File: config.mk
export PLATFORM = sky130hd
export DESIGN_NAME = md_div_sequencer_flat
export DESIGN_NICKNAME = d
export VERILOG_FILES = /design/src/rtl/md_div_sequencer_pkg.sv /design/src/rtl/md_div_sequencer_if.sv /design/src/rtl/md_div_sequencer_div_iter_step.sv /design/src/rtl/md_div_sequencer.sv /design/src/flat_wrapper.sv
export SDC_FILE = /design/constraint.sdc
export NUM_CORES = 1
export LEC_CHECK = 0
export CAP_MARGIN = 40
export CORE_ASPECT_RATIO = 0.9
export CORE_UTILIZATION = 50
export DETAILED_ROUTE_END_ITERATION = 8
export GPL_TIMING_DRIVEN = 0
export HOLD_SLACK_MARGIN = 0.05
export PLACE_DENSITY = 0.77
export SLEW_MARGIN = 20
export SYNTH_ARGS = -nofsm -noshare
export SYNTH_HDL_FRONTEND = slang
export SYNTH_SLANG_ARGS = --single-unit
File: constraint.sdc
create_clock -name clk -period 6.75 [get_ports clk]
set_clock_uncertainty 0.05 [all_clocks]
set_input_delay 1.6875 -clock clk [delete_from_list [all_inputs] [get_ports clk]]
set_output_delay 1.6875 -clock clk [all_outputs]
set_load 0.1 [all_outputs]
File: src/rtl/md_div_sequencer_pkg.sv
// Shared encodings for the RV32M divide sequencer: op codes, FSM states and op helpers.
package md_div_sequencer_pkg;

    localparam int unsigned DIV_OP_WIDTH = 2;

    typedef enum logic [DIV_OP_WIDTH-1:0] {
        DIV_OP_DIV  = 2'd0,
        DIV_OP_DIVU = 2'd1,
        DIV_OP_REM  = 2'd2,
        DIV_OP_REMU = 2'd3
    } div_op_e;

    typedef enum logic [1:0] {
        DIV_ST_IDLE = 2'd0,
        DIV_ST_CALC = 2'd1,
        DIV_ST_FIX  = 2'd2,
        DIV_ST_DONE = 2'd3
    } div_state_e;

    function automatic logic is_signed_op(input div_op_e op);
        return (op == DIV_OP_DIV) || (op == DIV_OP_REM);
    endfunction

    function automatic logic is_rem_op(input div_op_e op);
        return (op == DIV_OP_REM) || (op == DIV_OP_REMU);
    endfunction

endpackage

File: src/rtl/md_div_sequencer_if.sv
// Request/response bundle between the execute stage and the divide sequencer.
interface md_div_sequencer_if
    import md_div_sequencer_pkg::*;
#(
    parameter int unsigned DATA_WIDTH = 32
);
    logic                    start_i;
    logic [DIV_OP_WIDTH-1:0] op_i;
    logic [DATA_WIDTH-1:0]   rs1_i;
    logic [DATA_WIDTH-1:0]   rs2_i;
    logic [4:0]              waddr_i;
    logic                    busy_o;
    logic                    done_o;
    logic [DATA_WIDTH-1:0]   result_o;
    logic [4:0]              waddr_o;

    modport master (
        output start_i, op_i, rs1_i, rs2_i, waddr_i,
        input  busy_o, done_o, result_o, waddr_o
    );

    modport slave (
        input  start_i, op_i, rs1_i, rs2_i, waddr_i,
        output busy_o, done_o, result_o, waddr_o
    );
endinterface

File: src/rtl/md_div_sequencer_div_iter_step.sv
// One restoring radix-2 iteration: shift {rem, dvd} left, trial-subtract the divisor.
module div_iter_step #(
    parameter int unsigned DATA_WIDTH = 32
) (
    input  logic [DATA_WIDTH-1:0] rem,
    input  logic [DATA_WIDTH-1:0] dvd,
    input  logic [DATA_WIDTH-1:0] dsr,
    output logic [DATA_WIDTH-1:0] rem_nxt_c,
    output logic [DATA_WIDTH-1:0] dvd_nxt_c
);
    logic [DATA_WIDTH:0] shifted;
    logic [DATA_WIDTH:0] diff;

    // Partial remainder can reach DATA_WIDTH+1 bits after the shift.
    assign shifted = {rem, dvd[DATA_WIDTH-1]};
    assign diff    = shifted - {1'b0, dsr};

    assign rem_nxt_c = diff[DATA_WIDTH] ? shifted[DATA_WIDTH-1:0] : diff[DATA_WIDTH-1:0];
    assign dvd_nxt_c = {dvd[DATA_WIDTH-2:0], ~diff[DATA_WIDTH]};
endmodule

File: src/rtl/md_div_sequencer.sv
// Multi-cycle RV32M divide/remainder sequencer: restoring radix-2 with fast paths
// for divide-by-zero and signed overflow.
module md_div_sequencer
    import md_div_sequencer_pkg::*;
#(
    parameter int unsigned DATA_WIDTH = 32,
    parameter int unsigned CNT_WIDTH  = $clog2(DATA_WIDTH)
) (
    input logic               clk,
    input logic               rst_n,
    md_div_sequencer_if.slave bus
);
    localparam logic [DATA_WIDTH-1:0] INT_MIN = {1'b1, {(DATA_WIDTH-1){1'b0}}};
    localparam logic [DATA_WIDTH-1:0] ALL_ONE = '1;

    div_state_e            state_q, state_d;
    logic [CNT_WIDTH-1:0]  cnt_q, cnt_d;
    div_op_e               op_q, op_d;
    logic [4:0]            waddr_q, waddr_d;
    logic [DATA_WIDTH-1:0] dvd_q, dvd_d;
    logic [DATA_WIDTH-1:0] rem_q, rem_d;
    logic [DATA_WIDTH-1:0] dsr_q, dsr_d;
    logic                  q_neg_q, q_neg_d;
    logic                  r_neg_q, r_neg_d;
    logic [DATA_WIDTH-1:0] result_q, result_d;
    logic [4:0]            waddr_out_q, waddr_out_d;
    logic                  done_q, done_d;

    logic [DATA_WIDTH-1:0] rem_step_c;
    logic [DATA_WIDTH-1:0] dvd_step_c;

    div_op_e               req_op_c;
    logic                  req_signed_c;
    logic                  rs1_neg_c;
    logic                  rs2_neg_c;
    logic                  div_zero_c;
    logic                  overflow_c;
    logic [DATA_WIDTH-1:0] quo_fix_c;
    logic [DATA_WIDTH-1:0] rem_fix_c;

    div_iter_step #(
        .DATA_WIDTH(DATA_WIDTH)
    ) u_step (
        .rem       (rem_q),
        .dvd       (dvd_q),
        .dsr       (dsr_q),
        .rem_nxt_c (rem_step_c),
        .dvd_nxt_c (dvd_step_c)
    );

    // Request decode from raw inputs, used only while IDLE.
    assign req_op_c     = div_op_e'(bus.op_i);
    assign req_signed_c = is_signed_op(req_op_c);
    assign rs1_neg_c    = req_signed_c & bus.rs1_i[DATA_WIDTH-1];
    assign rs2_neg_c    = req_signed_c & bus.rs2_i[DATA_WIDTH-1];
    assign div_zero_c   = (bus.rs2_i == '0);
    assign overflow_c   = req_signed_c & (bus.rs1_i == INT_MIN) & (bus.rs2_i == ALL_ONE);

    assign quo_fix_c = q_neg_q ? DATA_WIDTH'(-dvd_q) : dvd_q;
    assign rem_fix_c = r_neg_q ? DATA_WIDTH'(-rem_q) : rem_q;

    // Next-state and datapath update.
    always_comb begin
        state_d     = state_q;
        cnt_d       = cnt_q;
        op_d        = op_q;
        waddr_d     = waddr_q;
        dvd_d       = dvd_q;
        rem_d       = rem_q;
        dsr_d       = dsr_q;
        q_neg_d     = q_neg_q;
        r_neg_d     = r_neg_q;
        result_d    = result_q;
        waddr_out_d = waddr_out_q;
        done_d      = 1'b0;

        unique case (state_q)
            DIV_ST_IDLE: begin
                if (bus.start_i) begin
                    op_d    = req_op_c;
                    waddr_d = bus.waddr_i;
                    dvd_d   = rs1_neg_c ? DATA_WIDTH'(-bus.rs1_i) : bus.rs1_i;
                    dsr_d   = rs2_neg_c ? DATA_WIDTH'(-bus.rs2_i) : bus.rs2_i;
                    rem_d   = '0;
                    q_neg_d = rs1_neg_c ^ rs2_neg_c;
                    r_neg_d = rs1_neg_c;
                    if (div_zero_c) begin
                        result_d    = is_rem_op(req_op_c) ? bus.rs1_i : ALL_ONE;
                        waddr_out_d = bus.waddr_i;
                        done_d      = 1'b1;
                        state_d     = DIV_ST_DONE;
                    end else if (overflow_c) begin
                        result_d    = is_rem_op(req_op_c) ? '0 : INT_MIN;
                        waddr_out_d = bus.waddr_i;
                        done_d      = 1'b1;
                        state_d     = DIV_ST_DONE;
                    end else begin
                        cnt_d   = CNT_WIDTH'(DATA_WIDTH - 1);
                        state_d = DIV_ST_CALC;
                    end
                end
            end
            DIV_ST_CALC: begin
                rem_d = rem_step_c;
                dvd_d = dvd_step_c;
                if (cnt_q == '0) begin
                    state_d = DIV_ST_FIX;
                end else begin
                    cnt_d = cnt_q - CNT_WIDTH'(1);
                end
            end
            DIV_ST_FIX: begin
                result_d    = is_rem_op(op_q) ? rem_fix_c : quo_fix_c;
                waddr_out_d = waddr_q;
                done_d      = 1'b1;
                state_d     = DIV_ST_DONE;
            end
            DIV_ST_DONE: begin
                state_d = DIV_ST_IDLE;
            end
            default: begin
                state_d = DIV_ST_IDLE;
            end
        endcase
    end

    always_ff @(posedge clk or negedge rst_n) begin
        if (!rst_n) begin
            state_q     <= DIV_ST_IDLE;
            cnt_q       <= '0;
            op_q        <= DIV_OP_DIV;
            waddr_q     <= '0;
            dvd_q       <= '0;
            rem_q       <= '0;
            dsr_q       <= '0;
            q_neg_q     <= 1'b0;
            r_neg_q     <= 1'b0;
            result_q    <= '0;
            waddr_out_q <= '0;
            done_q      <= 1'b0;
        end else begin
            state_q     <= state_d;
            cnt_q       <= cnt_d;
            op_q        <= op_d;
            waddr_q     <= waddr_d;
            dvd_q       <= dvd_d;
            rem_q       <= rem_d;
            dsr_q       <= dsr_d;
            q_neg_q     <= q_neg_d;
            r_neg_q     <= r_neg_d;
            result_q    <= result_d;
            waddr_out_q <= waddr_out_d;
            done_q      <= done_d;
        end
    end

    // Busy follows start_i combinationally so the pipeline freezes in the request cycle.
    assign bus.busy_o   = rst_n & (((state_q == DIV_ST_IDLE) & bus.start_i) |
                                   (state_q == DIV_ST_CALC) |
                                   (state_q == DIV_ST_FIX));
    assign bus.done_o   = done_q;
    assign bus.result_o = result_q;
    assign bus.waddr_o  = waddr_out_q;

endmodule

File: src/flat_wrapper.sv
// flat-port wrapper written by rule: the top's interface ports become plain ports
module md_div_sequencer_flat import md_div_sequencer_pkg::*;
#(
    parameter int unsigned DATA_WIDTH = 32,
    parameter int unsigned CNT_WIDTH  = $clog2(DATA_WIDTH)
)
  (clk, rst_n, bus_start_i, bus_op_i, bus_rs1_i, bus_rs2_i, bus_waddr_i, bus_busy_o, bus_done_o, bus_result_o, bus_waddr_o);
  md_div_sequencer_if #(.DATA_WIDTH(DATA_WIDTH)) bus_i ();
  input logic clk;
  input logic rst_n;
  input wire logic [$bits(bus_i.start_i)-1:0] bus_start_i;
  input wire logic [$bits(bus_i.op_i)-1:0] bus_op_i;
  input wire logic [$bits(bus_i.rs1_i)-1:0] bus_rs1_i;
  input wire logic [$bits(bus_i.rs2_i)-1:0] bus_rs2_i;
  input wire logic [$bits(bus_i.waddr_i)-1:0] bus_waddr_i;
  output wire logic [$bits(bus_i.busy_o)-1:0] bus_busy_o;
  output wire logic [$bits(bus_i.done_o)-1:0] bus_done_o;
  output wire logic [$bits(bus_i.result_o)-1:0] bus_result_o;
  output wire logic [$bits(bus_i.waddr_o)-1:0] bus_waddr_o;
  assign bus_i.start_i = bus_start_i;
  assign bus_i.op_i = bus_op_i;
  assign bus_i.rs1_i = bus_rs1_i;
  assign bus_i.rs2_i = bus_rs2_i;
  assign bus_i.waddr_i = bus_waddr_i;
  assign bus_busy_o = bus_i.busy_o;
  assign bus_done_o = bus_i.done_o;
  assign bus_result_o = bus_i.result_o;
  assign bus_waddr_o = bus_i.waddr_o;
  md_div_sequencer #(.DATA_WIDTH(DATA_WIDTH), .CNT_WIDTH(CNT_WIDTH)) u_core (.clk(clk), .rst_n(rst_n), .bus(bus_i));
endmodule
==> impl_metrics.json <==
{
  "hold_path.class": "register to register",
  "leakage_nw": 5.83,
  "mostFrequentLayoutCell": "nand2_1",
  "dr.pass1.iters": 8,
  "p_per_area_mw_per_mm2": 615,
  "htree_levels": 4,
  "outcome": "complete, no violations",
  "fin_nets": 1729,
  "slowest_delay_ns": 0.64,
  "design.die.area_sq_mm": 0.0234,
  "core_area_sq_mm": 0.0224,
  "drv_slew": 0,
  "start_util_pct": 50.8,
  "worst-path-buf-inv": 4,
  "drc_errors": 0,
  "final_cell_mix": "nand2_1, dfrtp_1, o21ai_0",
  "grt_pass1_vias": 11000,
  "port_buffers": 112,
  "cts_tree": "yes",
  "min_period_ns": 5.58,
  "drt_wl_total_microns": 38000,
  "post_cts_buffers": 0,
  "antenna_left": 0,
  "overflow": 0,
  "setup.worst_path.class": "primary input to output port",
  "fmax_mhz": 179,
  "cts_buffer_depth": 2,
  "dr.first_iter.drc_count": 1059,
  "cp.arrival_ns": 3.84,
  "end_kind": "output port",
  "die_x_microns": 161,
  "peakVddDrop_mv": 0.460,
  "crit_fanout": 10,
  "clkTransAtPathRegs_ns": 0.06,
  "cp_top_family": "buffers and inverters",
  "critical_path_required_ns": 5.01,
  "synth_area_sq_mm": 0.0114,
  "cts_root_buf": "clkbuf_16",
  "relSlewSlack_pct": 49.4,
  "hold_viol_final": 0,
  "grtUsageTotal_pct": 32.7,
  "rsz0062_at_grt": "false",
  "fin_crit_sh_pct": 82.6,
  "critPathSlowestCell": "clkdlybuf4s50_1",
  "n_antenna_cell": 0,
  "clk-insertion-delay-late_ns": 0.44,
  "post_cts_resized": 0,
  "power.total_mw": 8.74,
  "ys_warn_count": 0,
  "worst_setup_path_start_kind": "primary input",
  "async_flop_share_pct": 100,
  "vias": 11800,
  "grt_antenna_before_repair": 0,
  "grt_max_degree": 87,
  "drive_gt1_share_pct": 6.77,
  "syn-num-nets": 1558,
  "fp.dieH_microns": 145,
  "syn_inst": 1441,
  "wire_per_inst_microns": 19.7,
  "seq_area_frac_synth_pct": 32.7,
  "routed_via_density": 6.11,
  "syn_avg_cell_area_sq_um": 7.92,
  "setup_viol": 0,
  "worst_path_most_repeated_cell": "clkdlybuf4s50_1",
  "area_growth_pct": 24.4,
  "hold_buffers": 0,
  "worstMarginPinSlew_ns": 0.760,
  "crit_chain": "clkdlybuf4s50_1, nand2_1, clkbuf_1, a21boi_0, clkdlybuf4s50_1, buf_16",
  "io_pins": 113,
  "dp_hpwl_microns": 29000,
  "routabilityCongestion": 0.960,
  "synthFlopType": "dfrtp_1",
  "row_count": 52,
  "grt_pass1_wl_microns": 60000,
  "cts_made_buffers": 17,
  "cts.sinks": 149,
  "max_cap_viol_count": 0,
  "synth-edff-count": 0,
  "ys_seq_elements": 149,
  "utilization_pct": 63.3,
  "synth.distinct_cells": 67
}
final timing paths:
kind | slack, ns | end | start | cells past startpoint
worst min register to register | 0.44 | u_core.dsr_q[15] | u_core.dsr_q[15] | 2
max in group asynchronous | 4.71 | u_core.dvd_q[28] | rst_n | 2
worst max-delay path | 1.17 | bus_busy_o | bus_start_i | 6
worst min-delay path | 0.44 | u_core.dsr_q[15] | u_core.dsr_q[15] | 2
worst max register to register | 2.63 | u_core.rem_q[23] | u_core.dvd_q[31] | 14
min in group asynchronous | 1.15 | u_core.rem_q[12] | rst_n | 1
where the power goes:
| part | internal (mW) | leakage [nW] | switching, mW |
|---|---|---|---|
| clock | 0.481 | 0.259 | 0.433 |
| combinational | 2.33 | 3.74 | 3.71 |
| sequential | 1.32 | 1.83 | 0.473 |
| total | 4.12 | 5.83 | 4.62 |
tightest hold or removal path, delay by kind of cell (launching register included):
family / cells / cell delay, ns
AO/OA/AOI/OAI: 1 / 0.06
flip-flops: 1 / 0.35
AND/OR/NAND/NOR: 1 / 0.05
sequential cells by signal, indices dropped and copies added, names as in the netlist, 2 cells and up:
signal               cells
u_core.waddr_q           5
u_core.state_q           2
u_core.rem_q            32
u_core.cnt_q             5
u_core.bus.waddr_o       5
u_core.dvd_q            32
u_core.dsr_q            32
u_core.bus.result_o     32
layer usage:
layer	global-route usage, %	part of all wire [%]	vias up	wire [microns]
met5	0	0	-	0
met4	10.8	2.6	0	976
met3	6.95	9.7	77	3700
met2	50.0	44	620	16900
met1	45.9	43	5586	16400
li1	-	-	5469	-
per-stage QoR:
stage	TNS, ns	cell area [sq um]	cells	setup slack [ns]	hold slack [ns]
2_1_floorplan	0	11400	1441	0.795	0.400
4_1_cts	0	14200	1922	1.19	0.439
5_1_grt	0	14200	1922	1.10	0.452
3_5_place_dp	0	13600	1890	1.22	0.422
3_3_place_gp	-336.60	12900	1850	-3.81	0.411
6_report	0	14200	1922	1.17	0.437
final cells by class:
| cell class | count | area, sq um |
|---|---|---|
| multi-input cells | 1150 | 7130 |
| flip-flops and latches | 149 | 3730 |
| fillers | 1884 | 8250 |
| clock buffers | 18 | 429 |
| well taps | 297 | 372 |
| inverters | 63 | 236 |
| clock inverters | 14 | 121 |
| plain buffers | 79 | 314 |
| repair buffers | 152 | 1860 |
synthesized netlist by cell type, types with 13 or more instances:
| cell type | n | area [sq um] |
|---|---|---|
| nand2b_1 | 22 | 138 |
| o31ai_1 | 33 | 248 |
| mux2i_1 | 36 | 360 |
| nor3_1 | 25 | 125 |
| o21ai_0 | 141 | 706 |
| a31oi_1 | 24 | 150 |
| o211ai_1 | 19 | 143 |
| or3_1 | 20 | 125 |
| nor2_1 | 121 | 454 |
| ha_1 | 42 | 526 |
| inv_1 | 62 | 233 |
| xor2_1 | 65 | 569 |
| xnor2_1 | 76 | 666 |
| o21ai_1 | 46 | 230 |
| nand2_1 | 195 | 732 |
| clkbuf_1 | 65 | 244 |
| nand4_1 | 13 | 81.3 |
| o41ai_1 | 16 | 140 |
| a21oi_1 | 109 | 546 |
| dfrtp_1 | 149 | 3730 |
| nor4_1 | 15 | 93.8 |
cells by family (layout without fill, tap and decap cells):
kind of cell / count (synthesis) / count (layout) / share of synthesized area, %
XOR/XNOR: 141 / 141 / 10.8
AND/OR/NAND/NOR: 468 / 468 / 19.0
flip-flops: 149 / 149 / 32.7
adder cells (fa/ha/maj): 43 / 43 / 4.78
AO/OA/AOI/OAI: 456 / 456 / 24.2
multiplexers: 42 / 42 / 3.75
buffers and inverters: 142 / 326 / 4.82
No activity file was read; power rests on OpenSTA's default activity.
